==> config.mk <==
export PLATFORM = sky130hd
export DESIGN_NAME = ant_nav_fsm
export DESIGN_NICKNAME = d
export VERILOG_FILES = /design/src/rtl/ant_nav_fsm_pkg.sv /design/src/rtl/ant_dwell_counter.sv /design/src/rtl/ant_nav_fsm.sv
export SDC_FILE = /design/constraint.sdc
export NUM_CORES = 1
export LEC_CHECK = 0
export CELL_PAD_IN_SITES_DETAIL_PLACEMENT = 2
export CELL_PAD_IN_SITES_GLOBAL_PLACEMENT = 2
export CORE_MARGIN = 3
export CORE_UTILIZATION = 27
export DETAILED_ROUTE_END_ITERATION = 7
export PLACE_DENSITY = 0.66
export SETUP_SLACK_MARGIN = 0.02
export SLEW_MARGIN = 20
export SYNTH_ARGS = -nofsm -noshare
export SYNTH_HDL_FRONTEND = slang
export SYNTH_SLANG_ARGS = --single-unit
==> constraint.sdc <==
create_clock -name CLK -period 3.3 [get_ports CLK]
set_input_delay 0.825 -clock CLK [delete_from_list [all_inputs] [get_ports CLK]]
set_output_delay 0.825 -clock CLK [all_outputs]
set_load 0.03 [all_outputs]
==> src/rtl/ant_nav_fsm_pkg.sv <==
// Shared state codes and per-state motion vectors for the ant maze walker.
// Motion vectors are {FW, BW, TLeft, TRight} using right-hand naming.
package ant_nav_fsm_pkg;

  typedef enum logic [2:0] {
    WALL = 3'b000,
    SEEK = 3'b001,
    TURN = 3'b010,
    LOST = 3'b011,
    BACK = 3'b100,
    DONE = 3'b101
  } antState_t;

  localparam logic [3:0] MOT_LOST = 4'b1000;
  localparam logic [3:0] MOT_WALL = 4'b1010;
  localparam logic [3:0] MOT_SEEK = 4'b1001;
  localparam logic [3:0] MOT_TURN = 4'b0010;
  localparam logic [3:0] MOT_BACK = 4'b0100;
  localparam logic [3:0] MOT_DONE = 4'b0000;

  function automatic logic [3:0] motionOf(input antState_t s);
    logic [3:0] m;
    m = MOT_DONE;
    case (s)
      LOST:    m = MOT_LOST;
      WALL:    m = MOT_WALL;
      SEEK:    m = MOT_SEEK;
      TURN:    m = MOT_TURN;
      BACK:    m = MOT_BACK;
      default: m = MOT_DONE;
    endcase
    return m;
  endfunction

endpackage

==> src/rtl/ant_dwell_counter.sv <==
// Saturating up-counter with synchronous clear and count enable; clear wins.
// Used for the per-state dwell timer and the forward-step counter.
module ant_dwell_counter #(
  parameter int W = 16
) (
  input  logic         CLK,
  input  logic         reset,
  input  logic         clear,
  input  logic         enable,
  output logic [W-1:0] count
);

  always_ff @(posedge CLK or negedge reset) begin
    if (!reset) begin
      count <= '0;
    end else if (clear) begin
      count <= '0;
    end else if (enable && (count != '1)) begin
      count <= count + W'(1);
    end
  end

endmodule

==> src/rtl/ant_nav_fsm.sv <==
// Two-antenna wall-following maze controller with seek timeout, stuck reverse,
// sticky goal stop, run/pause gate and a saturating forward-step counter.
module ant_nav_fsm
  import ant_nav_fsm_pkg::*;
#(
  parameter int HAND         = 0,
  parameter int LOST_CYCLES  = 1000,
  parameter int STUCK_CYCLES = 500,
  parameter int BACK_CYCLES  = 200,
  parameter int CNT_W        = 16,
  parameter int STEP_W       = 16
) (
  input  logic              CLK,
  input  logic              reset,
  input  logic              run,
  input  logic              goal,
  input  logic              LAntenna,
  input  logic              RAntenna,
  output logic              FW,
  output logic              BW,
  output logic              TLeft,
  output logic              TRight,
  output logic [2:0]        antState,
  output logic [STEP_W-1:0] steps
);

  localparam logic [CNT_W-1:0] LOST_LAST  = CNT_W'(LOST_CYCLES - 1);
  localparam logic [CNT_W-1:0] STUCK_LAST = CNT_W'(STUCK_CYCLES - 1);
  localparam logic [CNT_W-1:0] BACK_LAST  = CNT_W'(BACK_CYCLES - 1);
  localparam bit MIRROR = (HAND != 0);

  antState_t        curState, nextState, tableState;
  logic [CNT_W-1:0] dwell;
  logic [3:0]       motion;
  logic             wallAnt, farAnt, stateChange;

  assign wallAnt = MIRROR ? LAntenna : RAntenna;
  assign farAnt  = MIRROR ? RAntenna : LAntenna;

  always_ff @(posedge CLK or negedge reset) begin
    if (!reset) begin
      curState <= LOST;
    end else begin
      curState <= nextState;
    end
  end

  always_comb begin
    tableState = farAnt ? TURN : (wallAnt ? WALL : SEEK);
    nextState  = curState;
    if (run) begin
      if (goal) begin
        nextState = DONE;
      end else begin
        case (curState)
          DONE: nextState = DONE;
          LOST: nextState = (tableState == SEEK) ? LOST : tableState;
          SEEK: nextState = ((tableState == SEEK) && (dwell == LOST_LAST)) ? LOST : tableState;
          TURN: nextState = (farAnt && (dwell == STUCK_LAST)) ? BACK : tableState;
          BACK: nextState = (dwell == BACK_LAST) ? tableState : BACK;
          WALL: nextState = tableState;
          default: nextState = LOST;
        endcase
      end
    end
  end

  // nextState only differs from curState when run=1, so pause never clears dwell
  assign stateChange = (nextState != curState);

  ant_dwell_counter #(.W(CNT_W)) dwellCnt (
    .CLK    (CLK),
    .reset  (reset),
    .clear  (stateChange),
    .enable (run),
    .count  (dwell)
  );

  assign motion = motionOf(curState);

  ant_dwell_counter #(.W(STEP_W)) stepCnt (
    .CLK    (CLK),
    .reset  (reset),
    .clear  (1'b0),
    .enable (run & motion[3]),
    .count  (steps)
  );

  assign FW       = run & motion[3];
  assign BW       = run & motion[2];
  assign TLeft    = run & (MIRROR ? motion[0] : motion[1]);
  assign TRight   = run & (MIRROR ? motion[1] : motion[0]);
  assign antState = curState;

endmodule
=== Yosys cells after proc, flatten, opt, wreduce, memory -nomap -nowiden ===
Index checks and enable logic that the tools add are counted.

* $add $sub $neg: 2
* Eq/ne operators: 12
* Multiplexer cells: 12
* Bitwise logic cells: 4
* Reduce and logical (&&, ||, !) cells: 6

{| class="wikitable"
|+ Operators with widths
! cell !! number
|-
| 16-bit by 1-bit adder with 16-bit output, second input constant || 2
|-
| 16-bit 2-to-1 mux || 2
|-
| 16-bit inequality test, second input constant || 2
|-
| 4-bit case mux with 5 select lines || 1
|-
| 3-bit case mux with 6 select lines || 1
|-
| 16-bit by 10-bit == test with 1-bit output, second input constant || 1
|-
| 16-bit by 8-bit == test with 1-bit output, second input constant || 1
|-
| 16-bit by 9-bit == test with 1-bit output, second input constant || 1
|-
| 3-bit 2-to-1 mux || 4
|-
| 3-bit by 2-bit == test with 1-bit output, second input constant || 2
|-
| 3-bit == test, second input constant || 2
|-
| 2-bit 2-to-1 mux || 3
|-
| 1-bit AND || 4
|-
| 1-bit logical AND || 4
|-
| 3-bit by 1-bit == test with 1-bit output, second input constant || 1
|-
| 3-bit logical NOT || 1
|-
| 3-bit inequality test || 1
|-
| 2-bit by 1-bit == test with 1-bit output, second input constant || 1
|-
| 2-bit nonzero test || 1
|-
| 1-bit 2-to-1 mux || 1
|}

* Flip-flop bits (word level): 35
* Bits of input ports: 6

=== Logic depth before layout (Yosys ltp) ===
* Depth after elaboration: 10
* Depth in mapped cells: 7
* Depth with buffers taken out: 6

=== By module ===
A second synthesis with hierarchy kept.

* Cells, all modules: 252
* Area, all modules: 2332.2 µm²

{| class="wikitable"
|+ By module, submodules not included
! module !! times used !! cells each !! area each (µm²) !! seq. area each (µm²)
|-
| ant_dwell_counter || 2 || 98 || 942.2 || 400.4
|-
| ant_nav_fsm || 1 || 56 || 447.9 || 77.6
|}

=== Worst setup path after synthesis ===
Ideal clock, no wire load.

* Path type: in2out
* Start: input run
* End: output BW
* Data arrival time: 1929 ps
* Required time: 2475 ps
* Path slack: 546 ps
* Stages: 3
* Path buffers: 1
* Cells stage by stage: clkbuf_1 > inv_1 > nor3_1

* Word-level cells in the longest chain between the ends: 1

{| class="wikitable"
|+ Ends and longest elaborated chain
! element !! line !! text
|-
| start, declared || ant_nav_fsm.sv:15 || <nowiki>input logic run,</nowiki>
|-
| 1-bit AND || ant_nav_fsm.sv:90 || <nowiki>assign BW = run & motion[2];</nowiki>
|-
| end, declared || ant_nav_fsm.sv:20 || <nowiki>output logic BW,</nowiki>
|}

No other way between the ends.

=== Worst setup path in the final report ===
* Start: input run
* End: output FW

* Word-level cells in the longest chain between the ends: 1

{| class="wikitable"
|+ Ends and longest elaborated chain
! element !! line !! text
|-
| 1-bit AND || ant_nav_fsm.sv:89 || <nowiki>assign FW = run & motion[3];</nowiki>
|-
| end, declared || ant_nav_fsm.sv:19 || <nowiki>output logic FW,</nowiki>
|}

No other way between the ends.

==> run summary <==
Outcome - completed
Clock root cell - clkbuf_8
Longest Clk Path Bufs - 2
FP Rows - 32
Final setup fails - 0
Fill cells - 902
Ys flop type - dfrtp_1
Worst EP required - 2.47 ns
Tmin final - 3.00 ns
Starting Density - 27.9%
Routed Antenna Nets - 0
Post-synth EDFFs - 0
Worst-path cell chain - clkdlybuf4s50_1 > nand2b_1 > a21o_1 > inv_1 > buf_4
P&R area growth vs syn - 22.8%
Initial DRT Pass Iterations - 4
Number of buffer cells added on primary ports - 28
Core Box Area - 0.00777 mm2
Fin Clk Skew - 0.00654 ns
Buffer and inverter count on the worst path - 3
Worst reg2reg setup slack - 0.57 ns
Register area share after synthesis - 40.6%
Clock tree sinks - 35
CP arrival - 2.17 ns
Nets - 259
Post-CTS sizing - 0
Crit. End Element - output port
Post-CTS setup repair buffer count - 0
Post-route cell area - 0.00266 mm2
Hold Path End - stepCnt.count[5]
CP max stage cell - clkdlybuf4s50_1
Area after DPL - 0.00257 mm2
Syn Area/Cell - 9.84 um2
Placer Congestion - 0.769
Least-Margin Pin Slew - 0.990 ns
Final TNS setup - 0 ns
Initial antenna violation count - 0
First-pass GRT wire length - 10500 um
Final-report hold violation count - 0
Drt drc - 0
Max frequency - 333 MHz
Die X - 95.5 um
CTS Hold Bufs - 0
Syn nets - 228
Top Ports - 29
# Max-Cap Violations - 0
Vias in the first global route - 1967
Drt wl/cell - 17.3 um
Vias - 1832
Hold wc startpoint - stepCnt.count[5]
RSZ-0062 raised after global routing - no
CP max stage delay - 0.68 ns
DRT iter0 DRCs - 93
CP Max Fanout - 10
Reg-to-Reg Start - dwellCnt.count[11]
Synth Register Bits - 35
Remaining global-route overflow - 0
Hold crit path type - flop to flop
Area of the multi-input gates - 0.00121 mm2
Reg area - 878 um2
Reg2reg end - dwellCnt.count[2]
Kind of cell adding the most delay to the critical path - buffers and inverters
Fin. max-slew vios - 0
Netlist cell types - 52
N_diodes - 0
Crit path launch type - input port
Worst VDD drop - 0.000178 V
Die Y - 95.5 um
Skew-Pair Late Insertion Delay - 0.29 ns
Ys async rst share - 100%
Worst reg2reg path depth - 5
Synthesis warning total - 0
Worst setup path class - input port to output port
Share of cells above drive strength 1 - 15.5%
TritonCTS clock tree - yes
Slew headroom - 33.8%
Total CTS buffers - 5
Detail Placement HPWL - 4500 um
All-Layer GR Usage - 14.8%
Vias per cell - 5.18
Cells after Synth - 220
Final wirelength - 6110 um
P per Cell Area - 563 mW/mm2
Hold path cells - 1
Leakage - 0.00102 uW
Period utilization - 90.9%
Clock slew at reported path FFs - 0.07 ns
Die ar. - 0.00913 mm2
Netlist Area Pre-Place - 0.00216 mm2
H-Tree Depth - 2
Maximum number of pins on one net before global-route repair - 36
cell families after synthesis:
family | synth area share (%)
AND/OR/NAND/NOR | 30.4
multiplexers | 0.983
adder cells (fa/ha/maj) | 1.16
AO/OA/AOI/OAI | 12.3
XOR/XNOR | 10.9
buffers and inverters | 3.64
flip-flops | 40.6
worst reg2reg max path: stages, from the launching register on:
cell      delay, ns
dfrtp_1        0.43
or4_4          0.62
nor4_4         0.34
o211ai_2       0.16
a211oi_4       0.87
nor4_1         0.16
synth_stat cells (3+ instances only):
| master | instances | area, um2 |
|---|---|---|
| dfrtp_1 | 33 | 826 |
| xnor2_1 | 21 | 184 |
| nand4_1 | 13 | 81.3 |
| nand2_1 | 11 | 41.3 |
| nor2_1 | 11 | 41.3 |
| nor3_2 | 11 | 110 |
| nand3_1 | 10 | 50.1 |
| nor3_1 | 10 | 50.1 |
| inv_1 | 9 | 33.8 |
| a211oi_1 | 8 | 60.1 |
| xor2_1 | 6 | 52.6 |
| a21oi_1 | 5 | 25.0 |
| clkbuf_1 | 5 | 18.8 |
| nand2b_1 | 5 | 31.3 |
| nor4_1 | 5 | 31.3 |
| o21ai_0 | 5 | 25.0 |
| a21o_1 | 3 | 22.5 |
| a311oi_1 | 3 | 26.3 |
| and3_1 | 3 | 18.8 |
| and4_1 | 3 | 26.3 |
| buf_2 | 3 | 15.0 |
through the flow:
step                hold slack [ns]  instances  worst slack [ns]  utilization (%)  power, uW
floorplan                     0.490        220             0.546                -        982
global placement              0.488        346             0.168             33.1       1190
detailed placement            0.504        346            0.0744             33.1       1200
CTS                           0.517        354             0.282             34.2       1520
global route                  0.538        354             0.132             34.2       1600
finish                        0.512        354             0.301             34.2       1500
worst max-delay path by stage:
stage,from,cells after the start,endpoint
2_1_floorplan,run,3,BW
3_3_place_gp,LAntenna,6,dwellCnt.count[2]
3_5_place_dp,LAntenna,6,dwellCnt.count[2]
4_1_cts,run,5,FW
5_1_grt,run,5,FW
6_report,run,5,FW
flip-flops by register name, indices dropped and copies added (netlist names):
register	flops
dwellCnt.count	16
antState	3
stepCnt.count	16
where the power goes:
part           total [uW]  internal (uW)  switching (uW)
combinational         566            227             339
clock                 308            148             160
sequential            622            502             120
cells in the final DEF (no fill, tap or decap), types with 3 or more instances in the layout:
cell type / instances
inv_1: 9
nand2b_1: 5
a311oi_1: 3
nand2_1: 11
and3_1: 3
nand3_1: 10
nand4_1: 13
clkdlybuf4s50_1: 24
nor4_1: 4
buf_4: 8
and4_1: 3
o21ai_0: 5
a21oi_1: 5
dfrtp_1: 33
clkbuf_8: 5
xnor2_1: 21
nor2_1: 11
nor3_2: 11
a21o_1: 3
nor3_1: 10
xor2_1: 6
a211oi_1: 8
layer usage:
layer,track usage (%),routed length (um),vias up
met5,0,0,-
met4,4.27,85,0
met3,2.37,108,7
met2,23.5,2940,19
met1,20.6,2980,928
li1,-,-,878
final cells by class:
| cell class | instances | area share, % |
|---|---|---|
| Clock buffer | 6 | 2.73 |
| Sequential cell | 35 | 33.0 |
| Inverter | 9 | 1.27 |
| Tap cell | 102 | 4.80 |
| Clock inverter | 2 | 0.471 |
| Multi-Input combinational cell | 167 | 45.6 |
| Timing Repair Buffer | 33 | 12.0 |
No activity file was read; power rests on OpenSTA's default activity.
